**config.mk**
```make
export PLATFORM = sky130hd
export DESIGN_NAME = rng_arbiter
export DESIGN_NICKNAME = d
export VERILOG_FILES = /design/src/rtl/rng_pkg.sv /design/src/rtl/rng_rr_picker.sv /design/src/rtl/rng_arbiter.sv
export SDC_FILE = /design/constraint.sdc
export NUM_CORES = 1
export LEC_CHECK = 0
export ABC_AREA = 1
export BUFFER_PORTS_ARGS = -buffer_cell sky130_fd_sc_hd__buf_2
export CAP_MARGIN = 20
export CELL_PAD_IN_SITES_DETAIL_PLACEMENT = 1
export CELL_PAD_IN_SITES_GLOBAL_PLACEMENT = 1
export CORE_MARGIN = 2
export CORE_UTILIZATION = 30
export DETAILED_ROUTE_END_ITERATION = 12
export HOLD_SLACK_MARGIN = 0.08
export PLACE_DENSITY = 0.53
export SYNTH_ARGS = -nofsm -noshare
export SYNTH_HDL_FRONTEND = slang
export SYNTH_HIERARCHICAL = 1
export SYNTH_SLANG_ARGS = --single-unit
```
**constraint.sdc**
```tcl
create_clock -name clk -period 2 [get_ports clk]
set_input_delay 0.4 -clock clk [delete_from_list [all_inputs] [get_ports clk]]
set_output_delay 0.4 -clock clk [all_outputs]
set_load 0.01 [all_outputs]
```
**src/rtl/rng_pkg.sv**
```systemverilog
// Shared constants, types and the round-robin pick function for the
// xorwow random-word arbiter.
package rng_pkg;

  localparam int MAX_REQ = 8;

  localparam logic [31:0] INIT_X   = 32'd123456789;
  localparam logic [31:0] INIT_Y   = 32'd362436069;
  localparam logic [31:0] INIT_Z   = 32'd521288629;
  localparam logic [31:0] INIT_W   = 32'd88675123;
  localparam logic [31:0] INIT_V   = 32'd5783321;
  localparam logic [31:0] INIT_D   = 32'd6615241;
  localparam logic [31:0] D_STRIDE = 32'd362437;

  typedef enum logic [1:0] {
    FILL_T,
    FILL_UPD,
    FILL_OUT,
    SERVE
  } fsm_state_e;

  typedef struct packed {
    logic [31:0] x;
    logic [31:0] y;
    logic [31:0] z;
    logic [31:0] w;
    logic [31:0] v;
    logic [31:0] d;
    logic [31:0] t;
  } gen_state_t;

  localparam gen_state_t GEN_INIT = '{
    x: INIT_X, y: INIT_Y, z: INIT_Z, w: INIT_W,
    v: INIT_V, d: INIT_D, t: 32'd0
  };

  // First set bit scanning upward from ptr+1, wrapping modulo num_req.
  // Scanning offsets from largest to smallest lets the nearest hit win.
  function automatic logic [2:0] rr_pick(input logic [MAX_REQ-1:0] req,
                                         input logic [2:0]         ptr,
                                         input int                 num_req);
    int         idx;
    logic [2:0] idx3;
    rr_pick = ptr;
    for (int k = MAX_REQ; k >= 1; k--) begin
      if (k <= num_req) begin
        idx  = (int'(ptr) + k) % num_req;
        idx3 = 3'(idx);
        if (req[idx3]) rr_pick = idx3;
      end
    end
  endfunction

endpackage

```
**src/rtl/rng_rr_picker.sv**
```systemverilog
// Combinational round-robin winner selection over the request vector.
module rng_rr_picker
  import rng_pkg::*;
#(
  parameter int NUM_REQ = 4,
  parameter int IDX_W   = 2
) (
  input  logic [NUM_REQ-1:0] req,
  input  logic [IDX_W-1:0]   ptr,
  output logic [IDX_W-1:0]   winner,
  output logic               any_req
);

  logic [MAX_REQ-1:0] req_ext;
  logic [2:0]         ptr_ext;
  logic [2:0]         pick;

  always_comb begin
    req_ext                = '0;
    req_ext[NUM_REQ-1:0]   = req;
    ptr_ext                = 3'(ptr);
    pick                   = rr_pick(req_ext, ptr_ext, NUM_REQ);
    winner                 = IDX_W'(pick);
    any_req                = |req;
  end

endmodule

```
**src/rtl/rng_arbiter.sv**
```systemverilog
// One xorwow generator with a one-word prefetch buffer, refilled in three
// phases and handed out round-robin to NUM_REQ requesters.
module rng_arbiter
  import rng_pkg::*;
#(
  parameter int NUM_REQ = 4,
  parameter int IDX_W   = 2
) (
  input  logic               clk,
  input  logic               rst,
  input  logic [NUM_REQ-1:0] req,
  input  logic               reseed,
  input  logic [31:0]        seed_in,
  output logic [NUM_REQ-1:0] gnt,
  output logic [IDX_W-1:0]   gnt_idx,
  output logic [31:0]        rand_out,
  output logic               rand_valid,
  output logic               busy
);

  localparam logic [IDX_W-1:0] RR_RESET = IDX_W'(NUM_REQ - 1);

  fsm_state_e         state_q, state_d;
  gen_state_t         gen_q, gen_d;
  logic [31:0]        word_q, word_d;
  logic               word_valid_q, word_valid_d;
  logic [IDX_W-1:0]   rr_ptr_q, rr_ptr_d;
  logic [NUM_REQ-1:0] gnt_q, gnt_d;
  logic [IDX_W-1:0]   gnt_idx_q, gnt_idx_d;
  logic [31:0]        rand_out_q, rand_out_d;
  logic               rand_valid_q, rand_valid_d;
  logic               busy_q, busy_d;

  logic [IDX_W-1:0]   winner;
  logic               any_req;

  rng_rr_picker #(
    .NUM_REQ (NUM_REQ),
    .IDX_W   (IDX_W)
  ) u_picker (
    .req     (req),
    .ptr     (rr_ptr_q),
    .winner  (winner),
    .any_req (any_req)
  );

  always_comb begin
    // NOTE: every signal gets its hold/idle value first, so no branch can leave one unassigned and infer a latch.
    state_d      = state_q;
    gen_d        = gen_q;
    word_d       = word_q;
    word_valid_d = word_valid_q;
    rr_ptr_d     = rr_ptr_q;
    gnt_d        = '0;
    gnt_idx_d    = '0;
    rand_out_d   = rand_out_q;
    rand_valid_d = 1'b0;

    if (reseed) begin
      // Reseed wins over everything, including a grant in SERVE.
      gen_d        = GEN_INIT;
      gen_d.x      = INIT_X ^ seed_in;
      word_valid_d = 1'b0;
      state_d      = FILL_T;
    end else begin
      unique case (state_q)
        FILL_T: begin
          gen_d.t = gen_q.x ^ (gen_q.x >> 2);
          state_d = FILL_UPD;
        end
        FILL_UPD: begin
          gen_d.x = gen_q.y;
          gen_d.y = gen_q.z;
          gen_d.z = gen_q.w;
          gen_d.w = gen_q.v;
          gen_d.v = (gen_q.v ^ (gen_q.v << 4)) ^ (gen_q.t ^ (gen_q.t << 1));
          gen_d.d = gen_q.d + D_STRIDE;
          state_d = FILL_OUT;
        end
        FILL_OUT: begin
          word_d       = gen_q.d + gen_q.v;
          word_valid_d = 1'b1;
          state_d      = SERVE;
        end
        SERVE: begin
          if (any_req) begin
            gnt_d        = NUM_REQ'(1) << winner;
            gnt_idx_d    = winner;
            rand_out_d   = word_q;
            rand_valid_d = 1'b1;
            rr_ptr_d     = winner;
            word_valid_d = 1'b0;
            state_d      = FILL_T;
          end
        end
        default: state_d = FILL_T;
      endcase
    end

    busy_d = ~word_valid_d;
  end

  // NOTE: all state updates use non-blocking assignments so every flop samples pre-edge values.
  always_ff @(posedge clk or negedge rst) begin
    if (!rst) begin
      state_q      <= FILL_T;
      gen_q        <= GEN_INIT;
      word_q       <= '0;
      word_valid_q <= 1'b0;
      rr_ptr_q     <= RR_RESET;
      gnt_q        <= '0;
      gnt_idx_q    <= '0;
      rand_out_q   <= '0;
      rand_valid_q <= 1'b0;
      busy_q       <= 1'b1;
    end else begin
      state_q      <= state_d;
      gen_q        <= gen_d;
      word_q       <= word_d;
      word_valid_q <= word_valid_d;
      rr_ptr_q     <= rr_ptr_d;
      gnt_q        <= gnt_d;
      gnt_idx_q    <= gnt_idx_d;
      rand_out_q   <= rand_out_d;
      rand_valid_q <= rand_valid_d;
      busy_q       <= busy_d;
    end
  end

  assign gnt        = gnt_q;
  assign gnt_idx    = gnt_idx_q;
  assign rand_out   = rand_out_q;
  assign rand_valid = rand_valid_q;
  assign busy       = busy_q;

endmodule

```
==> metrics.txt, run 1 <==
# TYPE chip_impl_metric gauge
chip_impl_info{name="status",value="finished clean"} 1
chip_impl_metric{name="path_clk_slew",unit="ns"} 0.06
chip_impl_metric{name="timing.final.crit_share",unit=""} 0.960
chip_impl_metric{name="timing_worst_slew_pin_value",unit="ns"} 0.515
chip_impl_metric{name="final_cell_count_no_fill",unit=""} 2789
chip_impl_metric{name="synthArstFlopShare",unit=""} 1.00
chip_impl_metric{name="final.fill_count",unit=""} 6083
chip_impl_metric{name="use_met3",unit=""} 0.0264
chip_impl_metric{name="die_ar",unit="sq mm"} 0.0540
chip_impl_metric{name="effective_utilization_at_floorplan",unit=""} 0.304
chip_impl_metric{name="gp_routability_congestion",unit=""} 0.817
chip_impl_metric{name="power-per-cell-area",unit="mW/mm^2"} 1130
chip_impl_metric{name="synthCells",unit=""} 1902
chip_impl_metric{name="postRouteWirelength",unit="mm"} 46.5
chip_impl_metric{name="die_height",unit="microns"} 232
chip_impl_metric{name="worst-path-max-fanout",unit=""} 5
chip_impl_metric{name="ff2ff_setup_slack",unit="ns"} 0.08
chip_impl_metric{name="floorplan.die.width",unit="microns"} 232
chip_impl_metric{name="via_count",unit=""} 12900
chip_impl_metric{name="timing.final.max_slew_violations",unit=""} 0
chip_impl_info{name="chain_of_cells_forming_the_critical_path",value="ha_4 > nand2_4 > inv_1 > nand2_1 > nand2_1 > nand2_1 > nand3b_1 > buf_4 > xnor2_2 > o21ai_0"} 1
chip_impl_info{name="critPathLaunchType",value="register"} 1
chip_impl_metric{name="synth-edff-count",unit=""} 0
chip_impl_info{name="worstReg2RegStart",value="gen_q[67]"} 1
chip_impl_metric{name="critPathArrivalTime",unit="ns"} 2.35
chip_impl_metric{name="synth.net_count",unit=""} 1978
chip_impl_metric{name="worstRegToRegCells",unit=""} 10
chip_impl_metric{name="mappedNetlistArea",unit="sq mm"} 0.0156
chip_impl_metric{name="core.rowCount",unit=""} 83
chip_impl_info{name="cp_common_cell",value="nand2_1"} 1
chip_impl_metric{name="slowest_delay",unit="ns"} 0.58
chip_impl_metric{name="max-cap-violations",unit=""} 0
chip_impl_info{name="rr_endpoint",value="word_q[9]"} 1
chip_impl_metric{name="first_iter_violations",unit=""} 482
chip_impl_metric{name="routed_wire_length_per_instance",unit="microns"} 16.7
chip_impl_metric{name="worst_ir_drop_vdd",unit="mV"} 0.479
chip_impl_metric{name="cellLeakagePower",unit="nW"} 9.32
chip_impl_metric{name="detailed_place.area",unit="sq mm"} 0.0176
chip_impl_metric{name="period_minus_slack",unit="ns"} 1.92
chip_impl_info{name="rsz_0062_raised_after_global_routing",value="true"} 1
chip_impl_metric{name="clock_tree.buffer_depth",unit=""} 3
chip_impl_metric{name="h_tree_depth",unit=""} 2
chip_impl_metric{name="grt_util_all_layers",unit=""} 0.176
chip_impl_metric{name="cts_buffers",unit=""} 39
chip_impl_info{name="postSynth.topFlopCell",value="dfrtp_1"} 1
chip_impl_metric{name="max_freq",unit="MHz"} 521
chip_impl_metric{name="area_delta_synth_final",unit="%"} 25.5
chip_impl_metric{name="place.detailed.instances",unit=""} 2695
chip_impl_metric{name="synth_seq_area_share",unit=""} 0.488
chip_impl_metric{name="grt_start_max_net_pins",unit=""} 66
chip_impl_info{name="timing.critical_path.to_type",value="register"} 1
chip_impl_metric{name="slew-limit-headroom",unit=""} 0.656
chip_impl_metric{name="ys_seq_elements",unit=""} 301
chip_impl_metric{name="final.setup_skew",unit="ns"} 0.0192
chip_impl_info{name="clockRootBuffer",value="clkbuf_16"} 1
chip_impl_info{name="tritoncts_clock_tree",value="built"} 1
chip_impl_metric{name="worstHoldPathCells",unit=""} 4
chip_impl_metric{name="timing.final.hold_violations",unit=""} 0
chip_impl_metric{name="post_route_cells_drive_above_1_share",unit=""} 0.228
chip_impl_metric{name="setup-violations-final",unit=""} 0
chip_impl_metric{name="syn_area_per_cell",unit="sq um"} 8.22
chip_impl_metric{name="ant_nets",unit=""} 0
chip_impl_metric{name="route.detailed.vias_per_inst",unit=""} 4.63
chip_impl_metric{name="final_nets",unit=""} 2154
chip_impl_metric{name="grt_pass1_wl",unit="mm"} 75.5
chip_impl_metric{name="setup_tns",unit="ns"} 0
chip_impl_metric{name="grt_antenna_before_repair",unit=""} 0
chip_impl_metric{name="num_antenna_cells",unit=""} 0
chip_impl_info{name="cp_top_family",value="flip-flops"} 1
chip_impl_metric{name="grt_use_met1",unit=""} 0.250
chip_impl_metric{name="critical_path_buf_inv_count",unit=""} 2
chip_impl_info{name="hold_path_startpoint",value="seed_in[4]"} 1
chip_impl_metric{name="footprint_of_the_multi_input_gates",unit="sq mm"} 0.00708
chip_impl_metric{name="core_region_area",unit="sq mm"} 0.0514
chip_impl_metric{name="design.portCount",unit=""} 79
chip_impl_metric{name="tightest_hold_margin",unit="ns"} 0.114
chip_impl_metric{name="grt.overflow.total",unit=""} 0
chip_impl_metric{name="io_buffers",unit=""} 78
chip_impl_metric{name="first_global_vias",unit=""} 13700
chip_impl_metric{name="place.detailed.hpwl",unit="mm"} 32.9
chip_impl_metric{name="clock_insertion_delay_at_the_later_pin_of_the_skew_report",unit="ns"} 0.57
chip_impl_metric{name="clock_sink_count",unit=""} 301
chip_impl_info{name="grt.busiest_layer",value="met2"} 1
chip_impl_metric{name="yosys_warnings",unit=""} 6
chip_impl_metric{name="design_area",unit="sq mm"} 0.0196
chip_impl_metric{name="synthDistinctLibCells",unit=""} 48
chip_impl_metric{name="first_pass_iteration_count_of_the_detailed_router",unit=""} 4
chip_impl_metric{name="drcViolationCount",unit=""} 0
chip_impl_metric{name="report.power.total",unit="W"} 0.0221
chip_impl_info{name="min_to",value="gen_q[196]"} 1
chip_impl_info{name="hold_class",value="primary input to register"} 1
chip_impl_info{name="worstSetupPathType",value="register to register"} 1
chip_impl_info{name="slowest_stage",value="dfstp_2"} 1
chip_impl_metric{name="required",unit="ns"} 2.43
chip_impl_metric{name="area.sequential",unit="sq mm"} 0.00764
chip_impl_metric{name="groute.layer.met2.usage",unit=""} 0.279
## where the power goes
group / leakage, nW / internal (W) / switching [W]
Sequential: 3.75 / 0.00733 / 0.000829
Clock: 0.669 / 0.00457 / 0.00286
Combinational: 4.90 / 0.00285 / 0.00371
Total: 9.32 / 0.0147 / 0.00740
## layout by cell type (no fill, tap or decap), drive strengths merged, types with 6 or more instances in the layout
| cell | Yosys | final |
|---|---|---|
| inv | 288 | 289 |
| xnor2 | 118 | 118 |
| a221oi | 10 | 10 |
| dfrtp | 214 | 214 |
| dlygate4sd3 | 0 | 18 |
| clkinv | 1 | 15 |
| nand2 | 486 | 486 |
| o21ai | 127 | 127 |
| a21oi | 76 | 76 |
| clkbuf | 34 | 49 |
| nand3b | 6 | 6 |
| a211oi | 6 | 6 |
| nor2 | 130 | 130 |
| o211ai | 6 | 6 |
| nand3 | 84 | 84 |
| xor2 | 12 | 12 |
| bufinv | 0 | 6 |
| dfstp | 87 | 87 |
| a31oi | 6 | 6 |
| nor3 | 12 | 12 |
| buf | 37 | 188 |
| o22ai | 105 | 105 |
| ha | 36 | 36 |
## timing repair
action / 4_1_cts / 5_1_grt
pin swaps: 4 / 11
endpoints found under the hold margin: 46 / 0
hold buffers: 18 / 0
resized for setup: 19 / 93
gates cloned: 0 / 0
buffers inserted: 0 / 4
endpoints found under the setup margin: 14 / 24
## flip-flops by register name (all words and copies together), names as in the netlist
signal / cells
gen_q: 224
gnt_idx: 2
state_q: 2
gnt: 4
word_q: 32
rand_valid: 1
rand_out: 32
rr_ptr_q: 2
busy: 1
word_valid_q: 1
## stage by stage
| stage | worst slack, ns | utilization |
|---|---|---|
| after floorplan | 0.158 | - |
| after global placement | -0.0551 | 0.342 |
| after detailed placement | -0.100 | 0.342 |
| after CTS | 0.00249 | 0.373 |
| after global routing | -0.0155 | 0.382 |
| final | 0.0800 | 0.382 |
## synth_stat cells (2+ instances only)
library cell | n | area [sq um]
ha_1 | 36 | 450
o21ai_1 | 29 | 145
o211ai_1 | 6 | 45.0
o22ai_1 | 105 | 657
a211oi_1 | 6 | 45.0
nor2_4 | 2 | 22.5
nor2_1 | 120 | 450
buf_1 | 8 | 30.0
nor3_2 | 2 | 20.0
nand2_1 | 470 | 1760
nand2_2 | 16 | 100
buf_4 | 2 | 15.0
a221oi_1 | 10 | 87.6
a21oi_1 | 75 | 375
a21o_1 | 3 | 22.5
o21ai_0 | 98 | 490
a31oi_1 | 6 | 37.5
nand3_1 | 83 | 415
o21bai_1 | 2 | 15.0
nand3b_1 | 6 | 45.0
xnor2_1 | 118 | 1030
inv_1 | 276 | 1040
buf_2 | 26 | 130
nor3_1 | 10 | 50.1
dfstp_2 | 87 | 2290
nor2_2 | 8 | 50.1
dfrtp_1 | 214 | 5360
xor2_1 | 12 | 105
clkbuf_1 | 34 | 128
nand4_1 | 5 | 31.3
inv_2 | 10 | 37.5
## cell type report
| class | count | area share |
|---|---|---|
| clock inverter | 23 | 0.0145 |
| sequential | 301 | 0.389 |
| inverter | 289 | 0.0557 |
| tap | 680 | 0.0434 |
| timing repair buffer | 206 | 0.0820 |
| multi-input combinational | 1241 | 0.361 |
| clock buffer | 49 | 0.0543 |
## cell families after synthesis
logic type,Yosys count,synth area share
AOI/OAI and AO/OA,344,0.125
xor gates and xnor gates,130,0.0728
adders and majority gates,37,0.0301
buffers and inverters,360,0.0899
DFF,301,0.488
and+or+nand+nor,730,0.193
## layer usage
metal	share of wire	routed length [microns]
met2	0.45	20800
met1	0.51	23500
met3	0.027	1250
met4	0.021	957
met5	0	0
## tightest hold or removal path: cells and delay by family
kind | cells | cell delay (ns)
compound gates | 2 | 0.13
buf+inv | 1 | 0.07
simple gates | 1 | 0.06
## worst max-delay path by stage
stage               startpoint          to  slack [ns]  depth (start not counted)
floorplan            gen_q[32]  word_q[28]        0.16                         10
global placement     gen_q[32]  word_q[16]       -0.06                          9
detailed placement   gen_q[32]  word_q[16]       -0.10                          9
CTS                  gen_q[67]  word_q[17]       0.002                         12
global route         gen_q[32]  word_q[23]       -0.02                         13
finish               gen_q[67]   word_q[9]        0.08                         10
No activity file was read; power rests on OpenSTA's default activity.
==> run 2, diff against run 1 <==
==> constraint.sdc (replaced) <==
create_clock -name clk -period 2 [get_ports clk]
set_input_delay 0 -clock clk [delete_from_list [all_inputs] [get_ports clk]]
set_output_delay 0 -clock clk [all_outputs]
set_load 0.01 [all_outputs]
==> run 2 against run 1 <==
Compared with the run above: setup slack improved by 0.00068 ns; combinational power down 1%; count of clock-buffer cells in the layout up 8; critical path type unchanged.
==> metrics.txt, run 2 (synthesis results as in run 1) <==
# TYPE chip_impl_metric gauge
chip_impl_metric{name="timing.final.max_slew_violations",unit=""} 0
chip_impl_metric{name="ant_nets",unit=""} 0
chip_impl_metric{name="worst_ir_drop_vdd",unit="mV"} 0.538
chip_impl_metric{name="core.rowCount",unit=""} 83
chip_impl_metric{name="final_nets",unit=""} 2176
chip_impl_metric{name="first_global_vias",unit=""} 13900
chip_impl_info{name="tritoncts_clock_tree",value="built"} 1
chip_impl_metric{name="setup-violations-final",unit=""} 0
chip_impl_metric{name="setup_tns",unit="ns"} 0
chip_impl_metric{name="final.setup_skew",unit="ns"} 0.0117
chip_impl_metric{name="largest_register_ff_count",unit=""} 224
chip_impl_metric{name="effective_utilization_at_floorplan",unit=""} 0.304
chip_impl_info{name="min_to",value="gen_q[206]"} 1
chip_impl_metric{name="design.portCount",unit=""} 79
chip_impl_metric{name="place.detailed.hpwl",unit="mm"} 32.7
chip_impl_metric{name="timing.final.crit_share",unit=""} 0.960
chip_impl_metric{name="tightest_hold_margin",unit="ns"} 0.132
chip_impl_metric{name="clock_sink_count",unit=""} 301
chip_impl_metric{name="max_freq",unit="MHz"} 521
chip_impl_metric{name="period_minus_slack",unit="ns"} 1.92
chip_impl_metric{name="num_antenna_cells",unit=""} 0
chip_impl_metric{name="power-per-cell-area",unit="mW/mm^2"} 1100
chip_impl_metric{name="floorplan.die.width",unit="microns"} 232
chip_impl_metric{name="via_count",unit=""} 13100
chip_impl_info{name="rsz_0062_raised_after_global_routing",value="true"} 1
chip_impl_metric{name="timing_worst_slew_pin_value",unit="ns"} 0.770
chip_impl_metric{name="worstRegToRegCells",unit=""} 11
chip_impl_metric{name="path_clk_slew",unit="ns"} 0.06
chip_impl_metric{name="worst-path-max-fanout",unit=""} 4
chip_impl_metric{name="clock_tree.buffer_depth",unit=""} 3
chip_impl_metric{name="routed_wire_length_per_instance",unit="microns"} 16.8
chip_impl_info{name="timing.critical_path.to_type",value="register"} 1
chip_impl_metric{name="worstHoldPathCells",unit=""} 3
chip_impl_metric{name="area_delta_synth_final",unit="%"} 26.1
chip_impl_metric{name="slew-limit-headroom",unit=""} 0.485
chip_impl_metric{name="die_height",unit="microns"} 232
chip_impl_metric{name="ff2ff_setup_slack",unit="ns"} 0.08
chip_impl_info{name="critPathLaunch",value="gen_q[38]"} 1
chip_impl_metric{name="cellLeakagePower",unit="nW"} 9.34
chip_impl_metric{name="detailed_place.area",unit="sq mm"} 0.0175
chip_impl_metric{name="cts_buffers",unit=""} 38
chip_impl_metric{name="timing.final.hold_violations",unit=""} 0
chip_impl_info{name="rr_endpoint",value="word_q[17]"} 1
chip_impl_metric{name="clock_insertion_delay_at_the_later_pin_of_the_skew_report",unit="ns"} 0.56
chip_impl_metric{name="max-cap-violations",unit=""} 0
chip_impl_metric{name="grt_antenna_before_repair",unit=""} 0
chip_impl_metric{name="first_pass_iteration_count_of_the_detailed_router",unit=""} 4
chip_impl_metric{name="required",unit="ns"} 2.49
chip_impl_info{name="hold_class",value="primary input to register"} 1
chip_impl_metric{name="grt_start_max_net_pins",unit=""} 88
chip_impl_metric{name="grt_util_all_layers",unit=""} 0.178
chip_impl_info{name="worstReg2RegStart",value="gen_q[38]"} 1
chip_impl_metric{name="drcViolationCount",unit=""} 0
chip_impl_info{name="top_register",value="gen_q"} 1
chip_impl_metric{name="route.detailed.vias_per_inst",unit=""} 4.65
chip_impl_info{name="hold_path_startpoint",value="seed_in[14]"} 1
chip_impl_info{name="status",value="finished clean"} 1
chip_impl_info{name="commonest_non_fill_non_tap_cell_in_the_layout",value="nand2_1"} 1
chip_impl_metric{name="design_area",unit="sq mm"} 0.0197
chip_impl_metric{name="critPathArrivalTime",unit="ns"} 2.40
chip_impl_metric{name="first_iter_violations",unit=""} 462
chip_impl_metric{name="io_buffers",unit=""} 78
chip_impl_info{name="worstSetupPathType",value="register to register"} 1
chip_impl_metric{name="grt.overflow.total",unit=""} 0
chip_impl_info{name="commonest_cells_after_routing_fill_and_taps_aside",value="nand2_1 (446), inv_1 (275), dfrtp_1 (214), xnor2_1 (118), nor2_1 (112)"} 1
chip_impl_metric{name="die_ar",unit="sq mm"} 0.0540
chip_impl_metric{name="core_region_area",unit="sq mm"} 0.0514
chip_impl_info{name="critPathLaunchType",value="register"} 1
chip_impl_metric{name="timing.final.ws_setup",unit="ns"} 0.0807
chip_impl_metric{name="postRouteWirelength",unit="mm"} 47.2
chip_impl_metric{name="final_standard_cell_utilization_of_the_core",unit=""} 0.384
chip_impl_metric{name="post_placement_worst_setup_slack",unit="ns"} -0.103
chip_impl_info{name="clockRootBuffer",value="clkbuf_16"} 1
chip_impl_metric{name="post_route_cells_drive_above_1_share",unit=""} 0.211
chip_impl_metric{name="h_tree_depth",unit=""} 2
chip_impl_metric{name="gp_routability_congestion",unit=""} 0.806
chip_impl_metric{name="grt_pass1_wl",unit="mm"} 76.0
[run 2: cell count changes in the layout (fill, tap and decap cells not counted), sizes merged]
cell	previous run	this run
clkinvlp	2	0
clkbuf	49	58
bufinv	6	3
clkinv	15	9
dlygate4sd3	18	48
buf	188	180
[run 2: timing repair]
item,in CTS,in global routing
pin swaps,4,7
hold buffers,48,0
endpoints found under the setup margin,13,38
cloned,0,1
hold endpoints to repair,428,0
buffers inserted,2,0
gates resized for setup,20,72
[run 2: worst max path at each step]
stage,to,cells after the start,slack [ns]
after floorplan,word_q[28],10,0.16
after global placement,word_q[30],11,-0.04
after detailed placement,word_q[29],12,-0.10
after CTS,word_q[20],10,0.01
after global routing,word_q[23],11,-0.06
final,word_q[17],11,0.08
[run 2: worst max-delay path, stage by stage, from the launching register on]
cell	delay [ns]
dfstp_2	0.56
ha_4	0.22
nand2_1	0.06
nand2_1	0.08
nand2_1	0.09
nand2_2	0.07
nand3b_1	0.28
nand2_1	0.15
nand2_1	0.07
nand2_1	0.06
nand3_1	0.11
o21ai_1	0.11
[run 2: cell type report]
class / count / area (sq um)
fillers: 6102 / 31700
repair buffers: 229 / 1870
well taps: 680 / 851
flip-flops and latches: 301 / 7640
inverters: 289 / 1100
clock buffers: 57 / 1100
multi-input cells: 1241 / 7000
clock inverters: 12 / 165
[run 2: power breakdown]
| part | internal (W) | switching (W) | total (W) |
|---|---|---|---|
| clock | 0.00422 | 0.00279 | 0.00701 |
| combinational | 0.00281 | 0.00366 | 0.00647 |
| sequential | 0.00733 | 0.000821 | 0.00815 |
| total | 0.0144 | 0.00727 | 0.0216 |
[run 2: layer usage]
metal  wire length (microns)  vias up  GRT usage
li1                        -     6481          -
met1                   23100     6378      0.249
met2                   21700      141      0.289
met3                    1270       61     0.0221
met4                    1020        0     0.0467
met5                       0        -          0
[run 2: per-stage QoR]
stage | power (W) | std cells
after global placement | 0.0142 | 2689
after CTS | 0.0217 | 2808
after global routing | 0.0231 | 2809
after detailed placement | 0.0143 | 2689
after floorplan | 0.0120 | 1902
final | 0.0216 | 2809
